`src/rtl/clock_mode_controller_pkg.sv`:
```
// Shared definitions for the clock mode sequencer: state encoding, default
// timing parameters and the Moore output decode.
package clock_mode_controller_pkg;

    typedef enum logic [2:0] {
        ST_SLOW       = 3'd0,
        ST_QUIESCE_UP = 3'd1,
        ST_LOCK_WAIT  = 3'd2,
        ST_FAST       = 3'd3,
        ST_QUIESCE_DN = 3'd4,
        ST_RELEASE    = 3'd5
    } state_e;

    localparam int DEF_LOCK_CYCLES = 64;
    localparam int DEF_SWITCH_GAP  = 4;

    typedef struct packed {
        logic halt;
        logic mult;
        logic sel;
        logic fast;
        logic busy;
    } ctrl_t;

    // Unused encodings decode to the safe SLOW pattern.
    function automatic ctrl_t decode_state(input state_e s);
        ctrl_t c;
        case (s)
            ST_SLOW:       c = '{halt: 1'b0, mult: 1'b0, sel: 1'b0, fast: 1'b0, busy: 1'b0};
            ST_QUIESCE_UP: c = '{halt: 1'b1, mult: 1'b0, sel: 1'b0, fast: 1'b0, busy: 1'b1};
            ST_LOCK_WAIT:  c = '{halt: 1'b1, mult: 1'b1, sel: 1'b0, fast: 1'b0, busy: 1'b1};
            ST_FAST:       c = '{halt: 1'b0, mult: 1'b1, sel: 1'b1, fast: 1'b1, busy: 1'b0};
            ST_QUIESCE_DN: c = '{halt: 1'b1, mult: 1'b1, sel: 1'b1, fast: 1'b0, busy: 1'b1};
            ST_RELEASE:    c = '{halt: 1'b1, mult: 1'b1, sel: 1'b0, fast: 1'b0, busy: 1'b1};
            default:       c = '{halt: 1'b0, mult: 1'b0, sel: 1'b0, fast: 1'b0, busy: 1'b0};
        endcase
        return c;
    endfunction

endpackage

```
`src/rtl/clock_mode_controller_cycle_counter.sv`:
```
// Up-counter with synchronous clear/enable and a compare against a runtime
// limit; shared between the lock wait and the release gap.
module cycle_counter #(
    parameter int CNT_W = 8
) (
    input  logic             clk,
    input  logic             reset_n,
    input  logic             clr,
    input  logic             en,
    input  logic [CNT_W-1:0] limit,
    output logic [CNT_W-1:0] count,
    output logic             terminal
);

    logic [CNT_W-1:0] cnt_r;

    // Count register: clear has priority over enable.
    always_ff @(posedge clk) begin
        if (!reset_n) begin
            cnt_r <= {CNT_W{1'b0}};
        end else if (clr) begin
            cnt_r <= {CNT_W{1'b0}};
        end else if (en) begin
            cnt_r <= cnt_r + {{(CNT_W-1){1'b0}}, 1'b1};
        end else begin
            cnt_r <= cnt_r;
        end
    end

    assign count    = cnt_r;
    assign terminal = (cnt_r == limit);

endmodule

```
`src/rtl/clock_mode_controller.sv`:
```
// Clock mode sequencer: halts the core, brings the multiplier up to lock,
// then switches the core clock; reverses the order on the way down.
import clock_mode_controller_pkg::*;

module clock_mode_controller #(
    parameter int LOCK_CYCLES = DEF_LOCK_CYCLES,
    parameter int SWITCH_GAP  = DEF_SWITCH_GAP,
    parameter int CNT_W       = 8
) (
    input  logic base_clock,
    input  logic reset_n,
    input  logic mode_req,
    input  logic core_idle,
    input  logic pll_lock,
    output logic core_halt,
    output logic multiply,
    output logic clk_sel,
    output logic mode_fast,
    output logic busy,
    output logic lock_fault
);

    state_e           state_r;
    state_e           next_state_s;
    ctrl_t            ctrl_r;
    logic             fault_r;
    logic             fault_set_s;
    logic             fault_clr_s;
    logic             cnt_clr_s;
    logic             cnt_en_s;
    logic             terminal_s;
    logic [CNT_W-1:0] limit_s;
    logic [CNT_W-1:0] count_s;

    cycle_counter #(.CNT_W(CNT_W)) u_cnt (
        .clk      (base_clock),
        .reset_n  (reset_n),
        .clr      (cnt_clr_s),
        .en       (cnt_en_s),
        .limit    (limit_s),
        .count    (count_s),
        .terminal (terminal_s)
    );

    // Next-state, lock fault set/clear and counter control.
    always_comb begin
        next_state_s = state_r;
        fault_set_s  = 1'b0;
        case (state_r)
            ST_SLOW: begin
                if (mode_req && !fault_r) next_state_s = ST_QUIESCE_UP;
                else                      next_state_s = ST_SLOW;
            end
            ST_QUIESCE_UP: begin
                if (core_idle)     next_state_s = ST_LOCK_WAIT;
                else if (!mode_req) next_state_s = ST_SLOW;
                else               next_state_s = ST_QUIESCE_UP;
            end
            ST_LOCK_WAIT: begin
                if (terminal_s) begin
                    if (pll_lock) begin
                        next_state_s = ST_FAST;
                    end else begin
                        next_state_s = ST_RELEASE;
                        fault_set_s  = 1'b1;
                    end
                end else begin
                    next_state_s = ST_LOCK_WAIT;
                end
            end
            ST_FAST: begin
                if (!pll_lock) begin
                    next_state_s = ST_QUIESCE_DN;
                    fault_set_s  = 1'b1;
                end else if (!mode_req) begin
                    next_state_s = ST_QUIESCE_DN;
                end else begin
                    next_state_s = ST_FAST;
                end
            end
            ST_QUIESCE_DN: begin
                if (core_idle) next_state_s = ST_RELEASE;
                else           next_state_s = ST_QUIESCE_DN;
            end
            ST_RELEASE: begin
                if (terminal_s) next_state_s = ST_SLOW;
                else            next_state_s = ST_RELEASE;
            end
            default: next_state_s = ST_SLOW;
        endcase
    end

    assign fault_clr_s = (state_r == ST_SLOW) && !mode_req;
    assign cnt_en_s    = (state_r == ST_LOCK_WAIT) || (state_r == ST_RELEASE);
    // Every state change restarts the count so each counted phase begins at 0.
    assign cnt_clr_s   = (next_state_s != state_r);
    assign limit_s     = (state_r == ST_RELEASE) ? CNT_W'(SWITCH_GAP - 1)
                                                 : CNT_W'(LOCK_CYCLES - 1);

    // State register.
    always_ff @(posedge base_clock) begin
        if (!reset_n) state_r <= ST_SLOW;
        else          state_r <= next_state_s;
    end

    // Outputs registered from the next-state decode so they track state_r exactly.
    always_ff @(posedge base_clock) begin
        if (!reset_n) ctrl_r <= decode_state(ST_SLOW);
        else          ctrl_r <= decode_state(next_state_s);
    end

    // Sticky lock fault; only a deasserted request in SLOW clears it.
    always_ff @(posedge base_clock) begin
        if (!reset_n)         fault_r <= 1'b0;
        else if (fault_set_s) fault_r <= 1'b1;
        else if (fault_clr_s) fault_r <= 1'b0;
        else                  fault_r <= fault_r;
    end

    assign core_halt  = ctrl_r.halt;
    assign multiply   = ctrl_r.mult;
    assign clk_sel    = ctrl_r.sel;
    assign mode_fast  = ctrl_r.fast;
    assign busy       = ctrl_r.busy;
    assign lock_fault = fault_r;

endmodule

```
`config.mk`:
```
export PLATFORM = sky130hd
export DESIGN_NAME = clock_mode_controller
export DESIGN_NICKNAME = d
export VERILOG_FILES = /design/src/rtl/clock_mode_controller_pkg.sv /design/src/rtl/clock_mode_controller_cycle_counter.sv /design/src/rtl/clock_mode_controller.sv
export SDC_FILE = /design/constraint.sdc
export NUM_CORES = 1
export LEC_CHECK = 0
export CAP_MARGIN = 20
export CORE_MARGIN = 2
export CORE_UTILIZATION = 50
export DETAILED_ROUTE_END_ITERATION = 16
export GPL_TIMING_DRIVEN = 0
export HOLD_SLACK_MARGIN = 0.06
export PLACE_DENSITY = 0.72
export SLEW_MARGIN = 20
export SYNTH_ARGS = -nofsm -noshare
export SYNTH_HDL_FRONTEND = slang
export SYNTH_SLANG_ARGS = --single-unit
```
`constraint.sdc`:
```
create_clock -name base_clock -period 2 [get_ports base_clock]
set_input_delay 0.3 -clock base_clock [delete_from_list [all_inputs] [get_ports base_clock]]
set_output_delay 0.3 -clock base_clock [all_outputs]
set_load 0.005 [all_outputs]
```
* Word level (Yosys, flattened, before mapping)
Cells that the tools add are included.
** Operators by class
- Mux-type cells :: 17
- Bitwise operators :: 1
- Reductions and logical operators :: 9
- Equal/unequal tests :: 12
- Add/subtract/negate cells :: 1
** Operators with widths (count)
- $pmux W5 S4 :: 1
- $pmux W3 S6 :: 1
- $mux W3 :: 5
- $eq A3 B2 Y1 const B :: 4
- $eq A3 B3 Y1 const B :: 4
- $add A8 B1 Y8 const B :: 1
- $eq A8 B6 Y1 :: 1
- $mux W1 :: 7
- $eq A3 B1 Y1 const B :: 2
- $mux W6 :: 1
- $reduce_or A2 Y1 :: 2
- $logic_not A3 Y1 :: 1
- $ne A3 B3 Y1 :: 1
- $logic_and A1 B1 Y1 :: 2
- $logic_not A1 Y1 :: 2
- $mux W2 :: 1
- $pmux W1 S2 :: 1
- $reduce_bool A2 Y1 :: 1
- $logic_or A1 B1 Y1 :: 1
- $not A1 Y1 :: 1
** Storage, ports and cells
- Input bits :: 5
- Flip-flop bits (word level) :: 17
- Logic and storage cells :: 48
- Output and inout port bits :: 6

* Depth between registers and ports, before layout
- Depth in word-level cells :: 8
- Gate-level depth with buffers :: 7
- Gate-level depth less buffers :: 6

* Modules after synthesis
A second synthesis with hierarchy kept.
** Second synthesis, totals
- Cells, all modules :: 105
- Area total of the unflattened synthesis :: 949.7 µm²
** By module, submodules not included
- clock_mode_controller :: area an instance 515.5 µm², seq. area each 160.2 µm², cells each 55, times used 1
- cycle_counter :: area an instance 434.2 µm², seq. area each 160.2 µm², cells each 50, times used 1

* Worst setup path before layout
Ideal clock, no wire load.
- Path type :: reg-to-reg
- Start point :: register u_cnt.cnt_r[0] (netlist: u_cnt.count[0])
- End point :: register u_cnt.cnt_r[3] (netlist: u_cnt.count[3])
- Clock period less this slack :: 1814 ps
- Required time :: 1885 ps
- Data arrival time :: 1699 ps
- Setup time :: 115 ps
- Path slack :: 186 ps
- Cell stages (with the launch flop) :: 8
- Path buffers :: 1
- Path through :: dfxtp_1 > ha_1 > or3b_2 > nor3_1 > o21a_1 > or4_1 > buf_6 > nor2_2
** Between the ends
- Cells in the longest elaborated chain, start to end :: 5
- Elaborated cells between the ends (all ways) :: 7
- Those cells by class :: add/sub (1); eq/ne (2); mux (3); reduce/logical (1)
** RTL lines
- from (decl) :: line clock_mode_controller_cycle_counter.sv:15 : logic [CNT_W-1:0] cnt_r;
- from (signal assigned) :: line clock_mode_controller_cycle_counter.sv:20 : cnt_r <= {CNT_W{1'b0}};
- from (signal assigned) :: line clock_mode_controller_cycle_counter.sv:22 : cnt_r <= {CNT_W{1'b0}};
- from (signal assigned) :: line clock_mode_controller_cycle_counter.sv:24 : cnt_r <= cnt_r + {{(CNT_W-1){1'b0}}, 1'b1};
- $eq A8 B6 Y1 :: line clock_mode_controller_cycle_counter.sv:31 : assign terminal = (cnt_r == limit);
- $mux W3, on equally long branches :: line clock_mode_controller.sv:86, clock_mode_controller.sv:60
- $pmux W3 S6 :: line clock_mode_controller.sv:49 : case (state_r)
- $ne A3 B3 Y1 :: line clock_mode_controller.sv:96 : assign cnt_clr_s = (next_state_s != state_r);
- $reduce_or A2 Y1 (no line)
Parallel ways exist; a longest one is shown, timed or not.
A chain may end at the register's enable or synchronous reset.

* Final worst setup path
- Start point :: register u_cnt.cnt_r[0] (netlist: u_cnt.count[0])
- End point :: register u_cnt.cnt_r[5] (netlist: u_cnt.count[5])
Same word-level chain as after synthesis.

==> metrics.txt <==
outcome finished clean; CTS buffer count 3; total power 672.5 uW; area grow syn2layout 21.37%; dpl hpwl 1.248 mm; critical path arrival 2.18 ns; FFs w/ async S/R, synth 0%; period utilization 97.08%; initial core utilization 53.33%; CP startpoint u_cnt.count[0]; CTS tree built; number of DRC markers in iteration 0 14; Reg2Reg Depth 7; register bit total from synthesis 16; post-synthesis cell count ~100; cell with the most instances after synthesis dfxtp_1; Layout Skew around 0.0091 ns; crit path capture u_cnt.count[5]; Final nets 125; Slew Limit Fails 0; Setup Fix Bufs, Post-CTS 0; Worst setup SP type flip-flop; die area 2223 um2; Critical Path Fanout Max 8; post-layout min period 1.942 ns; number of H-tree levels 1; WL/cell 12.32 um; setup violators final 0; Max Cap Viol 0; Cell Pwr Density 595.2 nW/um2; Avg Inst Size Synth 8.951 um2; largest net degree at the start of global routing 11; Tot GR Track Use between 10% and 20%; vias in the first global route slightly below 700; top cells by count, synth 16 x dfxtp_1, 8 x nand3_1, 7 x nor2_1, 7 x nor2_2; core area 1745 um2; Pleak 0.0004548 uW; maximum vdd drop about 0.43 mV; Clock transition at path regs 0.11 ns; IO buf count 10; hold_buf cts 0; DRT Wirelength 1.762 mm; syn_nets 110; detailed-route via count 785; TritonRoute pass-1 iters 4; Clock Sinks 16; flop2flop setup slack 0.06 ns; layout cells sized above 1 a little over a quarter; slew of the pin with the lowest slew margin 0.4060 ns; ANT cells 0; Setup TNS Final 0 ns; f_max 515.0 MHz; first-pass GRT wire length about 2.8 mm; vias per std cell 5.490; Synth top area share 34.41%; height of the die about 47 um; number of placement rows 15; worst reg2reg endpoint u_cnt.count[5]; die width 47.15 um; worst skew pair latency 0.30 ns; post-synth top area cell dfxtp_1; Final Hold Viols 0; Yosys cell types 40; type of the worst setup path flip-flop to flip-flop; r2r startpoint u_cnt.count[0]; Root Buffer clkbuf_4; Slew headroom between 70 and 80%; Ports 11; Antenna Nets Post-Route 0; DR DRC count 0; synth top area cells dfxtp_1 34%, xor2_1 5.6%, nor2_2 4.7%; Post-Syn Area 930.9 um2; Post-synth EDFFs 0; GR Overflow Total 0; Critical Path RT 2.24 ns; sequential share of the synthesized area 34.41%; Main synth FF type dfxtp_1; Yosys warning total 0; antenna violations before repair 0; HP Class input pin to flip-flop; Placer Congestion about 0.86; Clock Path Buffers 2; CP endpoint kind flip-flop
[logic make-up after synthesis]
family / synth area share (%)
multiplexers: 2.151
buffers and inverters: 7.525
flip-flops: 34.41
AND/OR/NAND/NOR: 28.90
AO/OA/AOI/OAI: 18.14
XOR/XNOR: 7.527
adder cells (fa/ha/maj): 1.344
[placed cells by master, fill, tap and decap left out, types with 3 or more instances in the layout]
cell type         n
a31oi_1           5
clkdlybuf4s50_1   8
xor2_1            6
nand2_1           3
nand3_1           8
clkbuf_4          3
dfxtp_1          16
nor2_1            7
nor2_2            7
inv_1             6
a21oi_1           4
[stage by stage]
step	instances	instance area, um2	util [%]	hold slack, ns	worst slack [ns]
final	143	1130	64.73	0.4596	0.05837
after global placement	139	1062	60.86	0.4879	-0.2867
after detailed placement	139	1062	60.86	0.4871	-0.2741
after floorplan	104	930.9	-	0.4698	0.1863
after CTS	143	1104	63.23	0.5050	0.003264
after global routing	143	1130	64.73	0.4789	-0.00002665
[per-layer routing]
layer	global-route usage, %	wire length, um	share of wire [%]	up-vias
met5	0	0	0	-
met4	8.333	31	1.8	0
met3	3.462	54	3.1	5
met2	30.41	881	50	18
met1	20.84	794	45	360
li1	-	-	-	402
[layout make-up]
type	instances	area, um2
flip-flops and latches	16	320.3
clock buffers	4	36.28
inverters	6	22.52
fillers	161	615.6
well taps	25	31.28
repair buffers	10	105.1
multi-input cells	76	566.8
plain buffers	6	47.55
[sequential cells by signal, indices dropped and copies added (netlist names)]
name and flops:
clk_sel 1, core_halt 1, u_cnt.count 8, lock_fault 1, multiply 1, mode_fast 1, state_r 3
[where the power goes]
part | switching [uW] | leakage [uW] | total, uW | internal, uW
Combinational | 55.0 | 0.000304 | 112 | 56.8
Clock | 115 | 0.0000210 | 226 | 111
Sequential | 6.12 | 0.000130 | 334 | 328
[repair_timing]
action,4_1_cts,5_1_grt
gates resized for setup,1,7
endpoints found under the setup margin,10,11
pin swaps,0,0
[worst max-delay path, cell delays in order, from the launching register on]
cell and delay (ns):
dfxtp_1 0.35, ha_2 0.22, or3b_4 0.27, nor3_4 0.05, o21a_1 0.20, or4_1 0.52
buf_6 0.17, nor2_2 0.10
[worst min path at each step]
stage,slack [ns],cells past startpoint,end,startpoint
after global routing,0.48,4,lock_fault,pll_lock
final,0.46,4,lock_fault,pll_lock
after detailed placement,0.49,2,u_cnt.count[1],u_cnt.count[1]
after floorplan,0.47,2,u_cnt.count[1],u_cnt.count[1]
after CTS,0.51,2,u_cnt.count[1],u_cnt.count[1]
after global placement,0.49,2,u_cnt.count[1],u_cnt.count[1]
(Power assumes the default switching activity.)
